`src/rtl/param_ppc_pkg.sv`:
```
// Shared constants for the ping-pong / wrap counter.
// Latency: n/a (package only).
// Backpressure: n/a (package only).
package param_ppc_pkg;

  // mode input encoding
  localparam logic MODE_PINGPONG = 1'b0;
  localparam logic MODE_WRAP     = 1'b1;

  // direction output encoding
  localparam logic DIR_UP   = 1'b1;
  localparam logic DIR_DOWN = 1'b0;

endpackage : param_ppc_pkg

```
`src/rtl/param_ping_pong_counter.sv`:
```
// Bounded up/down counter that bounces (ping-pong) or rolls over (wrap) at [min,max].
// Latency: inputs sampled at a rising edge appear on out/direction/turn right after that edge.
// Backpressure: none; enable=0 or an invalid range (max <= min) freezes all state.
//
// Ports:
//   clk       - sole clock, rising edge
//   rst       - synchronous active-high reset (out=0, direction=up, turn=0)
//   enable    - count enable; low holds state and ignores flip
//   mode      - MODE_PINGPONG bounces at the bounds, MODE_WRAP rolls over
//   flip      - reverse direction for this step (only when enabled)
//   min, max  - inclusive bounds, used live every cycle (no internal copy)
//   direction - registered current direction (DIR_UP / DIR_DOWN)
//   out       - registered counter value
//   turn      - registered one-cycle pulse on a bounce or wrap
module param_ping_pong_counter
  import param_ppc_pkg::*;
#(
  parameter int WIDTH = 4
) (
  input  logic             clk,
  input  logic             rst,
  input  logic             enable,
  input  logic             mode,
  input  logic             flip,
  input  logic [WIDTH-1:0] min,
  input  logic [WIDTH-1:0] max,
  output logic             direction,
  output logic [WIDTH-1:0] out,
  output logic             turn
);

  localparam logic [WIDTH-1:0] ONE = {{(WIDTH-1){1'b0}}, 1'b1};

  logic [WIDTH-1:0] out_q, out_d;
  logic             dir_q, dir_d;
  logic             turn_q, turn_d;

  logic range_ok;
  logic in_range;
  logic eff_dir;

  // Unsigned compares; a valid range guarantees max-1 >= min and min+1 <= max,
  // so every update below stays inside [min,max] even at 0 or 2^WIDTH-1.
  assign range_ok = (max > min);
  assign in_range = (out_q >= min) && (out_q <= max);
  assign eff_dir  = dir_q ^ flip;

  always_comb begin
    out_d  = out_q;
    dir_d  = dir_q;
    turn_d = 1'b0;

    if (enable && range_ok) begin
      if (!in_range) begin
        // Counter fell outside the live bounds (reset, or bounds moved):
        // snap to the bottom and count up.
        out_d = min;
        dir_d = DIR_UP;
      end else if (eff_dir == DIR_UP) begin
        if (out_q < max) begin
          out_d = out_q + ONE;
          dir_d = DIR_UP;
        end else if (mode == MODE_WRAP) begin
          out_d  = min;
          dir_d  = DIR_UP;
          turn_d = 1'b1;
        end else begin
          out_d  = max - ONE;
          dir_d  = DIR_DOWN;
          turn_d = 1'b1;
        end
      end else begin
        if (out_q > min) begin
          out_d = out_q - ONE;
          dir_d = DIR_DOWN;
        end else if (mode == MODE_WRAP) begin
          out_d  = max;
          dir_d  = DIR_DOWN;
          turn_d = 1'b1;
        end else begin
          out_d  = min + ONE;
          dir_d  = DIR_UP;
          turn_d = 1'b1;
        end
      end
    end
  end

  always_ff @(posedge clk) begin
    if (rst) begin
      out_q  <= '0;
      dir_q  <= DIR_UP;
      turn_q <= 1'b0;
    end else begin
      out_q  <= out_d;
      dir_q  <= dir_d;
      turn_q <= turn_d;
    end
  end

  assign out       = out_q;
  assign direction = dir_q;
  assign turn      = turn_q;

endmodule : param_ping_pong_counter

```
`config.mk`:
```
export PLATFORM = sky130hd
export DESIGN_NAME = param_ping_pong_counter
export DESIGN_NICKNAME = d
export VERILOG_FILES = /design/src/rtl/param_ppc_pkg.sv /design/src/rtl/param_ping_pong_counter.sv
export SDC_FILE = /design/constraint.sdc
export NUM_CORES = 1
export LEC_CHECK = 0
export ABC_AREA = 1
export BUFFER_PORTS_ARGS = -buffer_cell sky130_fd_sc_hd__buf_4
export CAP_MARGIN = 20
export CORE_MARGIN = 10
export CORE_UTILIZATION = 30
export CTS_BUF_LIST = sky130_fd_sc_hd__clkbuf_4
export CTS_CLUSTER_DIAMETER = 120
export DETAILED_ROUTE_END_ITERATION = 10
export PLACE_DENSITY = 0.57
export SLEW_MARGIN = 20
export SYNTH_ARGS = -nofsm -noshare
export SYNTH_HDL_FRONTEND = slang
export SYNTH_SLANG_ARGS = --single-unit
```
`constraint.sdc`:
```
create_clock -name clk -period 2.5 [get_ports clk]
set_clock_uncertainty 0.1 [all_clocks]
set_input_delay 0.125 -clock clk [delete_from_list [all_inputs] [get_ports clk]]
set_output_delay 0.125 -clock clk [all_outputs]
set_load 0.005 [all_outputs]
```
Word-level counts from Yosys, hierarchy flattened. Cells that the tools add are included.

Input bits: 13. Logic and storage cells: 33. Flip-flop bits (word level): 6. Output and inout port bits: 6.

$lt $le $gt $ge: 5. Bitwise operators: 3. Multiplexer cells: 15. Add/sub/neg operators: 4. Reduce and logical (&&, ||, !) cells: 3.

Operators with widths (count): $mux W4 (6); $mux W1 (9); $add A4 B1 Y4 const B (2); $gt A4 B4 Y1 (2); $sub A4 B1 Y4 const B (2); $ge A4 B4 Y1 (1); $le A4 B4 Y1 (1); $lt A4 B4 Y1 (1); $reduce_or A3 Y1 (1); $logic_and A1 B1 Y1 (2); $not A1 Y1 (2); $xor A1 B1 Y1 (1).

Longest topological paths before layout.
Depth in word-level cells: 5. Depth in mapped cells: 14.

Least setup slack after synthesis. Ideal clock, no wire load.

Path kind: register to register. From: reg out_q[0] (netlist: out[0]). To: reg dir_q (netlist: direction). Period minus slack after synthesis: 1.661 ns. Arrival time: 1.443 ns. Setup time: 0.118 ns. Path buffers: 0. Setup slack: 0.839 ns. Stages on the path, launching flop included: 10. Cells stage by stage: dfxtp_1 inv_1 ha_1 nand3_2 nand3_2 nand2_4 inv_4 nand3_1 o22ai_1 nand2_1.

Word-level cells in the longest chain between the ends: 4. Elaborated cells between the ends (all ways): 9. Classes of those cells: order compare (4); mux (4); reduce/logical (1).

RTL lines: from (decl) (line param_ping_pong_counter.sv:34) `logic [WIDTH-1:0] out_q, out_d;`; from (signal assigned) (line param_ping_pong_counter.sv:95) `out_q <= out_d;`; $gt A4 B4 Y1 / $lt A4 B4 Y1 (equally long branches) (line param_ping_pong_counter.sv:73, param_ping_pong_counter.sv:60); $mux W1 (on tied branches) (line param_ping_pong_counter.sv:73, param_ping_pong_counter.sv:60); $mux W1 (line param_ping_pong_counter.sv:59) `end else if (eff_dir == DIR_UP) begin`; $mux W1 * (line param_ping_pong_counter.sv:54) `if (!in_range) begin`; to (signal assigned) (line param_ping_pong_counter.sv:96) `dir_q <= dir_d;`; to (decl) (line param_ping_pong_counter.sv:35) `logic dir_q, dir_d;`.

Mark *: on every way between the ends. The rest lies on a longest branch, timed or not. A chain may end at the register's enable or synchronous reset.

Worst setup path after layout.
From: reg out_q[0] (netlist: out[0]). To: reg out_q[0] (netlist: out[0]).

Word-level cells in the longest chain between the ends: 4. Elaborated cells between the ends (all ways): 11. Classes of those cells: add/sub (2); order compare (4); mux (4); reduce/logical (1).

RTL lines: $sub A4 B1 Y4, or another cell as far along (line param_ping_pong_counter.sv:74) `out_d = out_q - ONE;`; $mux W4 (on tied branches) (line param_ping_pong_counter.sv:73, param_ping_pong_counter.sv:60); $mux W4 (line param_ping_pong_counter.sv:59); $mux W4 * (line param_ping_pong_counter.sv:54).

Marked as above.

==> results.cfg <==
[cells_and_area]
finish.utilization = 0.378
register_area_um2 = 120
nets = 212
drive_above_1_share = 0.221
n_antenna_cell = 0
fill_cells = 387
final_cells = 227
syn2layout_area_growth_pct = 22.5
multi_input_area_um2 = 807

[pwr]
peakVddDrop_mv = 0.230
p_leak_nw = 0.638
p_per_area_nw_per_um2 = 379

[min_path]
holdCritPathClass = in2reg

[yosys]
yosys_warnings = 0
ys_seq_area_frac = 0.118
syn_area_per_cell_um2 = 6.43
synthCells = 159
yosys.area.top_type_share = 0.196
synthesis.nets = 188
synthTopCellsByArea = ha_1 20%, nand2_1 14%, dfxtp_1 12%, nand3_1 9.8%, a21oi_1 8.3%
synth_largest_area_cell = ha_1
ys_types = 28
ys_ff_latch = 6
netlist_area_um2 = 1020

[global_routing]
grt_max_degree = 12
overflow = 0
antenna_found_initial = 0
grt_pass1_vias = 1149
grt_pass1_wl_um = 5420
track_usage = 0.105

[timing]
rsz0062_at_grt = no
setup_tns_ns = 0
hold_viol = 0
finalCriticalPeriod_ns = 1.90
final_max_slew_viol_count = 0
relSlewSlack = 0.729
fin_crit_sh = 0.758
setup_viol = 0
tightest_slew_ns = 0.405
max_freq_ghz = 0.528

[drt]
routed_wl_um = 3090
via_per_inst = 4.83
ant_nets = 0
firstDrtPassIters = 4
drt-initial-drc-count = 66
vias = 1097
wire_per_inst_um = 13.6
route.detailed.drc = 0

[cts]
cts_tree = done
hold_buffers = 1
ctsResizeCount = 0
clkLatencyLatePin_ns = 0.25
htreeDepth = 1
postCtsSetupRepairBufs = 0
clk_pin_slew_worst_paths_ns = 0.05
root_buffer = clkbuf_4
max-clock-path-buffers = 2
numCtsBuffers = 3
cts_sinks = 6

[placement]
globalplace.congestion = 0.920
port_buffers = 18
dp_hpwl_um = 2590
dp.cells = 223

[worst_setup_path]
critPathArrivalTime_ns = 1.96
critPathKind = reg2reg
critPathMaxFanout = 7
cp_common_cell = nand3_2
cp.required_ns = 2.57
cp-end-kind = flop
cpMaxStageDelayCell = dfxtp_1
critPathMaxStageDelay_ns = 0.45
start_kind = flop
path_cells = inv_1, ha_1, nand3_2, nand3_2, nand2_4, inv_4, nor2_2, nor2_1, nand2_1, a21oi_1

[floorplan]
die_w_um = 78.4
die_height_um = 78.4
placementRows = 21
design.core.area_um2 = 3310
io_pins = 19
initial_core_util = 0.309
dieArea_um2 = 6140

[outcome]
status = finished, final reports clean

[flow_run]
drv_cap = 0
==> critical path, delay by kind of cell (launching register included) <==
| kind | cells | cell delay [ns] |
|---|---|---|
| simple gates | 6 | 0.55 |
| flops | 1 | 0.45 |
| compound gates | 1 | 0.12 |
| fa+ha+maj | 1 | 0.32 |
| buf+inv | 2 | 0.27 |
==> power by group <==
part	total, mW	internal [mW]	switching, mW
registers	0.113	0.103	0.0102
logic	0.271	0.107	0.164
clock network	0.0905	0.0544	0.0361
==> layout by cell type, fill, tap and decap left out, types with 3 or more instances in the layout <==
cell type / Yosys / layout
clkbuf_4: 0 / 3
inv_1: 18 / 18
inv_2: 3 / 3
nor2_1: 9 / 9
o21ai_0: 5 / 5
nand2_2: 4 / 4
nand3_1: 20 / 20
buf_4: 0 / 20
a21oi_1: 17 / 17
dfxtp_1: 6 / 6
nand2_1: 37 / 37
ha_1: 16 / 16
==> cell type report <==
class,instances,share of cell area
clock buffers,3,0.0180
inverters,22,0.0679
multi-input cells,129,0.644
flip-flops and latches,6,0.0959
well taps,46,0.0460
repair buffers,21,0.128
==> synthesized netlist by cell type, drive strengths merged <==
cell	n
ha	16
dfxtp	6
xnor2	3
nand3	22
o211ai	2
o21ai	5
nor4	1
o22ai	2
nand2	44
clkbuf	1
buf	1
nand4	2
a21oi	19
nor2	10
nand3b	1
inv	22
o21a	1
mux2i	1
==> layer usage <==
metal,vias up,track usage,wire [µm]
li1,580,-,-
met1,494,0.129,1440
met2,15,0.184,1510
met3,8,0.0137,68
met4,0,0.0341,77
met5,-,0,0
==> through the flow <==
stage	setup slack (ns)	total power, mW	hold slack, ns	instance area, µm²
after CTS	0.602	0.479	0.132	1250
final	0.605	0.474	0.140	1250
after floorplan	0.839	0.298	0.0941	1020
after detailed placement	0.613	0.384	0.230	1220
after global routing	0.416	0.523	0.154	1250
after global placement	0.611	0.387	0.227	1220
==> cell families after synthesis <==
| kind of cell | Yosys count | synth area share |
|---|---|---|
| AOI/OAI and AO/OA | 29 | 0.166 |
| xor gates and xnor gates | 3 | 0.0331 |
| adders and majority gates | 16 | 0.196 |
| buffers and inverters | 24 | 0.0930 |
| DFF | 6 | 0.118 |
| muxes | 1 | 0.00979 |
| and+or+nand+nor | 80 | 0.384 |
==> flip-flops by register name (all words and copies together) (netlist names) <==
| name | count |
|---|---|
| turn | 1 |
| direction | 1 |
| out | 4 |
==> final timing paths <==
path,startpoint,end,slack [ns],cells after the start
setup / recovery,out[0],out[0],0.60,10
hold / removal,min[2],out[2],0.14,3
setup reg to reg,out[0],out[0],0.60,10
hold reg to reg,out[0],out[0],0.47,2
Power figures use the tool's default switching activity.
